--- src/rtl/booth_seq_mult.sv ---
// Sequential radix-2 Booth signed multiplier: one add/subtract-and-shift step per clock,
// WIDTH steps per operation, 2*WIDTH-bit product with a one-cycle done pulse.
module booth_seq_mult #(
  parameter int WIDTH = 8
) (
  input  logic                 clk,
  input  logic                 rst,
  input  logic                 start,
  input  logic [WIDTH-1:0]     a,
  input  logic [WIDTH-1:0]     b,
  output logic [2*WIDTH-1:0]   product,
  output logic                 busy,
  output logic                 done
);

  localparam int CW = $clog2(WIDTH + 1);
  localparam logic [CW-1:0] COUNT_INIT = CW'(WIDTH);

  typedef enum logic {IDLE, RUN} state_t;

  state_t               state_q, state_d;
  logic [WIDTH-1:0]     m_q, m_d;
  logic [WIDTH:0]       acc_q, acc_d;
  logic [WIDTH-1:0]     q_q, q_d;
  logic                 q1_q, q1_d;
  logic [CW-1:0]        count_q, count_d;
  logic [2*WIDTH-1:0]   product_q, product_d;
  logic                 done_q, done_d;

  logic                 do_add;
  logic                 do_sub;
  logic [WIDTH:0]       m_ext;
  logic [WIDTH:0]       addend;
  logic [WIDTH:0]       acc_sum;
  logic [WIDTH:0]       acc_sh;
  logic [WIDTH-1:0]     q_sh;
  logic                 q1_sh;

  // M is sign-extended to WIDTH+1 bits before negation so -(-2^(WIDTH-1)) stays exact.
  always_comb begin
    do_add  = (q_q[0] == 1'b0) && (q1_q == 1'b1);
    do_sub  = (q_q[0] == 1'b1) && (q1_q == 1'b0);
    m_ext   = {m_q[WIDTH-1], m_q};
    addend  = (m_ext ^ {(WIDTH+1){do_sub}}) + {{WIDTH{1'b0}}, do_sub};
    acc_sum = (do_add || do_sub) ? (acc_q + addend) : acc_q;
    {acc_sh, q_sh, q1_sh} = {acc_sum[WIDTH], acc_sum, q_q};
  end

  always_comb begin
    state_d   = state_q;
    m_d       = m_q;
    acc_d     = acc_q;
    q_d       = q_q;
    q1_d      = q1_q;
    count_d   = count_q;
    product_d = product_q;
    done_d    = 1'b0;

    case (state_q)
      IDLE: begin
        if (start) begin
          m_d     = a;
          q_d     = b;
          q1_d    = 1'b0;
          acc_d   = '0;
          count_d = COUNT_INIT;
          state_d = RUN;
        end
      end
      RUN: begin
        acc_d   = acc_sh;
        q_d     = q_sh;
        q1_d    = q1_sh;
        count_d = count_q - CW'(1);
        if (count_q == CW'(1)) begin
          product_d = {acc_sh[WIDTH-1:0], q_sh};
          done_d    = 1'b1;
          state_d   = IDLE;
        end
      end
      default: state_d = IDLE;
    endcase
  end

  always_ff @(posedge clk) begin
    if (rst) begin
      state_q   <= IDLE;
      m_q       <= '0;
      acc_q     <= '0;
      q_q       <= '0;
      q1_q      <= 1'b0;
      count_q   <= '0;
      product_q <= '0;
      done_q    <= 1'b0;
    end else begin
      state_q   <= state_d;
      m_q       <= m_d;
      acc_q     <= acc_d;
      q_q       <= q_d;
      q1_q      <= q1_d;
      count_q   <= count_d;
      product_q <= product_d;
      done_q    <= done_d;
    end
  end

  assign product = product_q;
  assign busy    = (state_q == RUN);
  assign done    = done_q;

endmodule
--- config.mk ---
export PLATFORM = sky130hd
export DESIGN_NAME = booth_seq_mult
export DESIGN_NICKNAME = d
export VERILOG_FILES = /design/src/rtl/booth_seq_mult.sv
export SDC_FILE = /design/constraint.sdc
export NUM_CORES = 1
export LEC_CHECK = 0
export CAP_MARGIN = 10
export CORE_MARGIN = 3
export CORE_UTILIZATION = 45
export CTS_CLUSTER_SIZE = 20
export DETAILED_ROUTE_END_ITERATION = 8
export PLACE_DENSITY = 0.65
export SLEW_MARGIN = 0
export SYNTH_ARGS = -nofsm -noshare
export SYNTH_HDL_FRONTEND = slang
export SYNTH_SLANG_ARGS = --single-unit
export TNS_END_PERCENT = 50
--- constraint.sdc ---
create_clock -name clk -period 2.6 [get_ports clk]
set_input_delay 0.52 -clock clk [delete_from_list [all_inputs] [get_ports clk]]
set_output_delay 0.52 -clock clk [all_outputs]
set_load 0.005 [all_outputs]
# [Word-level counts from Yosys, hierarchy flattened]
# Index checks and enable logic that the tools add are counted.
[totals] ff_bits=48 elab_cells=36
[op_classes] addsub=3 eq_ne=2 n_mux=13 n_bitwise=4 reduce_logical=6
[ops] cell="$mux 9" count=2
[ops] cell="$pmux 9 s2" count=1
[ops] cell="$pmux 8 s2" count=1
[ops] cell="$add 9x1->9" count=1
[ops] cell="$add 9x9->9" count=1
[ops] cell="$xor 9x9->9" count=1
[ops] cell="$mux 8" count=1
[ops] cell="$pmux 4 s2" count=1
[ops] cell="$eq 4x1->1 const B" count=1
[ops] cell="$mux 1" count=4
[ops] cell="$mux 4" count=1
[ops] cell="$pmux 1 s2" count=2
[ops] cell="$reduce_and 2->1" count=2
[ops] cell="$sub 4x1->4 const B" count=1
[ops] cell="$not 1->1" count=3
[ops] cell="$logic_and 1x1->1" count=2
[ops] cell="$ne 2x2->1 const B" count=1
[ops] cell="$reduce_or 2->1" count=1
[ops] cell="$logic_or 1x1->1" count=1

# [Depth between registers and ports, before layout]
[depth] depth_word=7 ltp_mapped=11 depth_no_buf=10

# [Worst setup path after synthesis]
# No wires, ideal clock.
[synth_path] kind="register -> register" start="register q1_q" end="register acc_q[5]" setup_time_ns=0.079 arrival_ns=2.069 slack_ns=0.452 path_stages_with_launch=11 cell_sequence="dfxtp_1 -> inv_1 -> ha_1 -> buf_6 -> mux2i_2 -> inv_1 -> fa_1 -> a21oi_1 -> o21ai_1 -> o2111a_2 -> a211oi_2"
[synth_via] elab_chain_len=7
[synth_lines] item="start: declaration" line_no="25" source="logic q1_q, q1_d;"
[synth_lines] item="start signal: assignment" line_no="100" source="q1_q <= q1_d;"
[synth_lines] item="$not 1->1" line_no="42" source="do_sub = (q_q[0] == 1'b1) && (q1_q == 1'b0);"
[synth_lines] item="$logic_and 1x1->1" line_no="42"
[synth_lines] item="$xor 9x9->9" line_no="44" source="addend = (m_ext ^ {(WIDTH+1){do_sub}}) + {{WIDTH{1'b0}}, do_sub};"
[synth_lines] item="$add 9x1->9" line_no="44"
[synth_lines] item="$add 9x9->9" line_no="45" source="acc_sum = (do_add || do_sub) ? (acc_q + addend) : acc_q;"
[synth_lines] item="$mux 9 (*)" line_no="45"
[synth_lines] item="$pmux 9 s2 (*)" line_no="59" source="case (state_q)"
[synth_lines] item="end signal: assignment" line_no="89" source="acc_q <= '0;"
[synth_lines] item="end signal: assignment" line_no="98" source="acc_q <= acc_d;"
[synth_lines] item="end: declaration" line_no="23" source="logic [WIDTH:0] acc_q, acc_d;"
# Mark *: on every way between the ends. The rest lies on a longest branch, timed or not.
# A chain may end at the register's enable or synchronous reset.

# [Final worst setup path]
[layout_path] start="register q1_q" end="register product_q[11] (netlist: product[11])"
[layout_via] elab_chain_len=6
[layout_lines] item="$not 1->1" line_no="42"
[layout_lines] item="$logic_and 1x1->1" line_no="42"
[layout_lines] item="$xor 9x9->9" line_no="44"
[layout_lines] item="$add 9x1->9" line_no="44"
[layout_lines] item="$add 9x9->9" line_no="45"
[layout_lines] item="$mux 9 (*)" line_no="45"
[layout_lines] item="end signal: assignment" line_no="102" source="product_q <= product_d;"
[layout_lines] item="end: declaration" line_no="27" source="logic [2*WIDTH-1:0] product_q, product_d;"
# Marked as above.

==> run summary <==
status: complete, no violations
Avg Inst Size Synth: 8.70 um^2
mean routed wirelength per cell: 13.5 um
Final GP Congestion: 0.888
Synth Area in XOR/XNOR: 4.35%
Post-synth ARST share: 0%
full die area: 6290 um^2
max-slew violations: 0
share of layout cells above drive strength 1: 7.79%
Yosys cell types: 49
Rows: 26
Leakage: 1.08 nW
H-tree lvl count: 2
largest net degree at the start of global routing: 34
Syn Inst Count: 278
# IOs: 37
routed vias: 1,978
Synth Area in Compound Gates: 16.4%
simple-gate share of the synthesized area: 19.3%
CP Capture Type: flop
setup TNS: 0 ps
final critical-path required period: 2410 ps
Synth Area in Adders: 6.00%
relative slew slack: 62.8%
Worst Tran Pin Value: 557 ps
fin nets: 337
first-pass GRT wire length: 8740 um
Synth Flop Type: dfxtp_1
Hold-fix buffers, CTS: 0
syn nets: 308
DRC: 0
sequential cell area fraction in the yosys report: 38.9%
starting density of the core: 47.1%
Die Ht: 79.3 um
Synth Warn #: 0
TritonCTS clock tree: yes
unrepaired setup endpoints after global routing: no
clock latency on the worst-skew pair: 300 ps
final period utilization: 92.6%
PwrDens: 529 nW/um^2
ant diodes: 0
DRT Wirelength: 5120 um
Placeable Area: 5140 um^2
worst hold path class: flop to flop
Post-Syn Area: 2420 um^2
hpwl dp: 3600 um
combinational family with the most area after synthesis: simple AND/OR/NAND/NOR gates
Die W: 79.3 um
Post-CTS Setup Bufs: 0
post-CTS sizing: 0
Initial DRT Pass Iterations: 4
crit path launch type: flop
max cap viols: 0
worst vdd ir: 374 uV
multiplexer share of the synthesized area: 8.54%
Setup Viol. Count Final: 0
vias in the first global route: 1,884
CP arrival: 2650 ps
Avg Vias per Cell: 5.23
clock sinks: 47
Hold WS: 460 ps
Reg clk slew, reported paths: 90 ps
EDFF count, synth: 0
IO Port Bufs: 36
final core occ: 55.9%
CTS Buf Count: 5
Synth Register Bits: 47
initial drt markers: 123
Final Hold Viols: 0
final clock skew: 6.86 ps
Total Routing Usage GR: 17.2%
crit path kind: flop to flop
f_max: 0.415 GHz
Area growth syn-to-layout: 18.9%
clk buf depth: 2
gr ovfl total: 0
CP Data Required Time: 2840 ps
Clock Root Buffer: clkbuf_8
initial antenna violation count: 0
worst-path fanout max: 8
antenna viol nets, final: 0
-- stage by stage --
step                worst slack, ps  std cells  total power [mW]  area (um^2)
finish                          192        378              1.52         2880
global route                   9.56        378              1.60         2880
CTS                            87.3        378              1.54         2870
detailed placement              110        370              1.08         2780
global placement                162        370              1.08         2780
floorplan                       452        278              1.01         2420
-- final timing paths --
| path | depth (start not counted) | to | start | slack [ps] |
|---|---|---|---|---|
| worst min-delay path | 2 | product[0] | product[0] | 460 |
| worst min register to register | 2 | product[0] | product[0] | 460 |
| worst max-delay path | 10 | product[11] | q1_q | 190 |
| worst max register to register | 10 | product[11] | q1_q | 190 |
-- layer usage --
| layer | GRT usage, % | wire, um |
|---|---|---|
| met5 | 0 | 0 |
| met4 | 5.15 | 51 |
| met3 | 3.63 | 193 |
| met2 | 28.2 | 2350 |
| met1 | 22.8 | 2520 |
-- worst max-delay path: stages, from the launching register on --
cell and delay, ps:
dfxtp_1 320, inv_1 50, ha_2 250, mux2i_2 260, inv_1 90, fa_1 410
a21oi_1 210, o21ai_1 140, o31ai_1 400, nand2_1 100, a21oi_1 120
-- layout by cell type, fill, tap and decap left out, drive strengths merged, types with 7 or more instances in the layout --
master and instances:
nand2 30, dfxtp 47, mux2i 18, xor2 8, ha 10, a21oi 29
nor2 41, clkdlybuf4s50 35, a211oi 7, inv 11
-- cell usage after synthesis, types with 2 or more instances --
library cell | n | area [um^2]
a21oi_1 | 29 | 145
nor4_1 | 2 | 12.5
xnor2_1 | 4 | 35.0
buf_6 | 4 | 45.0
o21ai_1 | 4 | 20.0
nor3_1 | 6 | 30.0
inv_1 | 9 | 33.8
a211oi_2 | 2 | 25.0
nand2_1 | 30 | 113
xor2_1 | 8 | 70.1
nand2b_1 | 3 | 18.8
a31oi_1 | 3 | 18.8
nor4b_1 | 2 | 17.5
o311ai_0 | 2 | 17.5
mux2i_1 | 17 | 170
nor3b_1 | 4 | 30.0
buf_4 | 2 | 15.0
buf_2 | 8 | 40.0
nor2b_1 | 3 | 18.8
ha_1 | 10 | 125
a311oi_1 | 3 | 26.3
clkbuf_1 | 5 | 18.8
a211oi_1 | 5 | 37.5
o21ai_0 | 2 | 10.0
dfxtp_1 | 47 | 941
nor2_1 | 40 | 150
or4b_1 | 2 | 20.0
-- state kept, by name, indices dropped and copies added, names as in the netlist --
name,flops
product,16
count_q,4
done,1
q_q,8
m_q,8
busy,1
acc_q,8
q1_q,1
-- where the power goes --
part	internal (mW)	switching (mW)
Clock	0.193	0.262
Sequential	0.753	0.0299
Combinational	0.133	0.151
Total	1.08	0.443
-- layout make-up --
cell class | count | area, um^2
sequential | 47 | 941
timing repair buffer | 41 | 393
clock buffer | 5 | 68.8
fill | 500 | 2260
tap | 70 | 87.6
clock inverter | 3 | 23.8
multi-input combinational | 202 | 1320
inverter | 10 | 37.5
-- cell families (layout without fill, tap and decap cells) --
| logic type | after synthesis | in the layout |
|---|---|---|
| simple gates | 99 | 99 |
| flops | 47 | 47 |
| xor+xnor | 12 | 12 |
| compound gates | 60 | 60 |
| buf+inv | 29 | 59 |
| mux | 20 | 20 |
| fa+ha+maj | 11 | 11 |
Note: power is estimated with default switching activity, not from simulation.
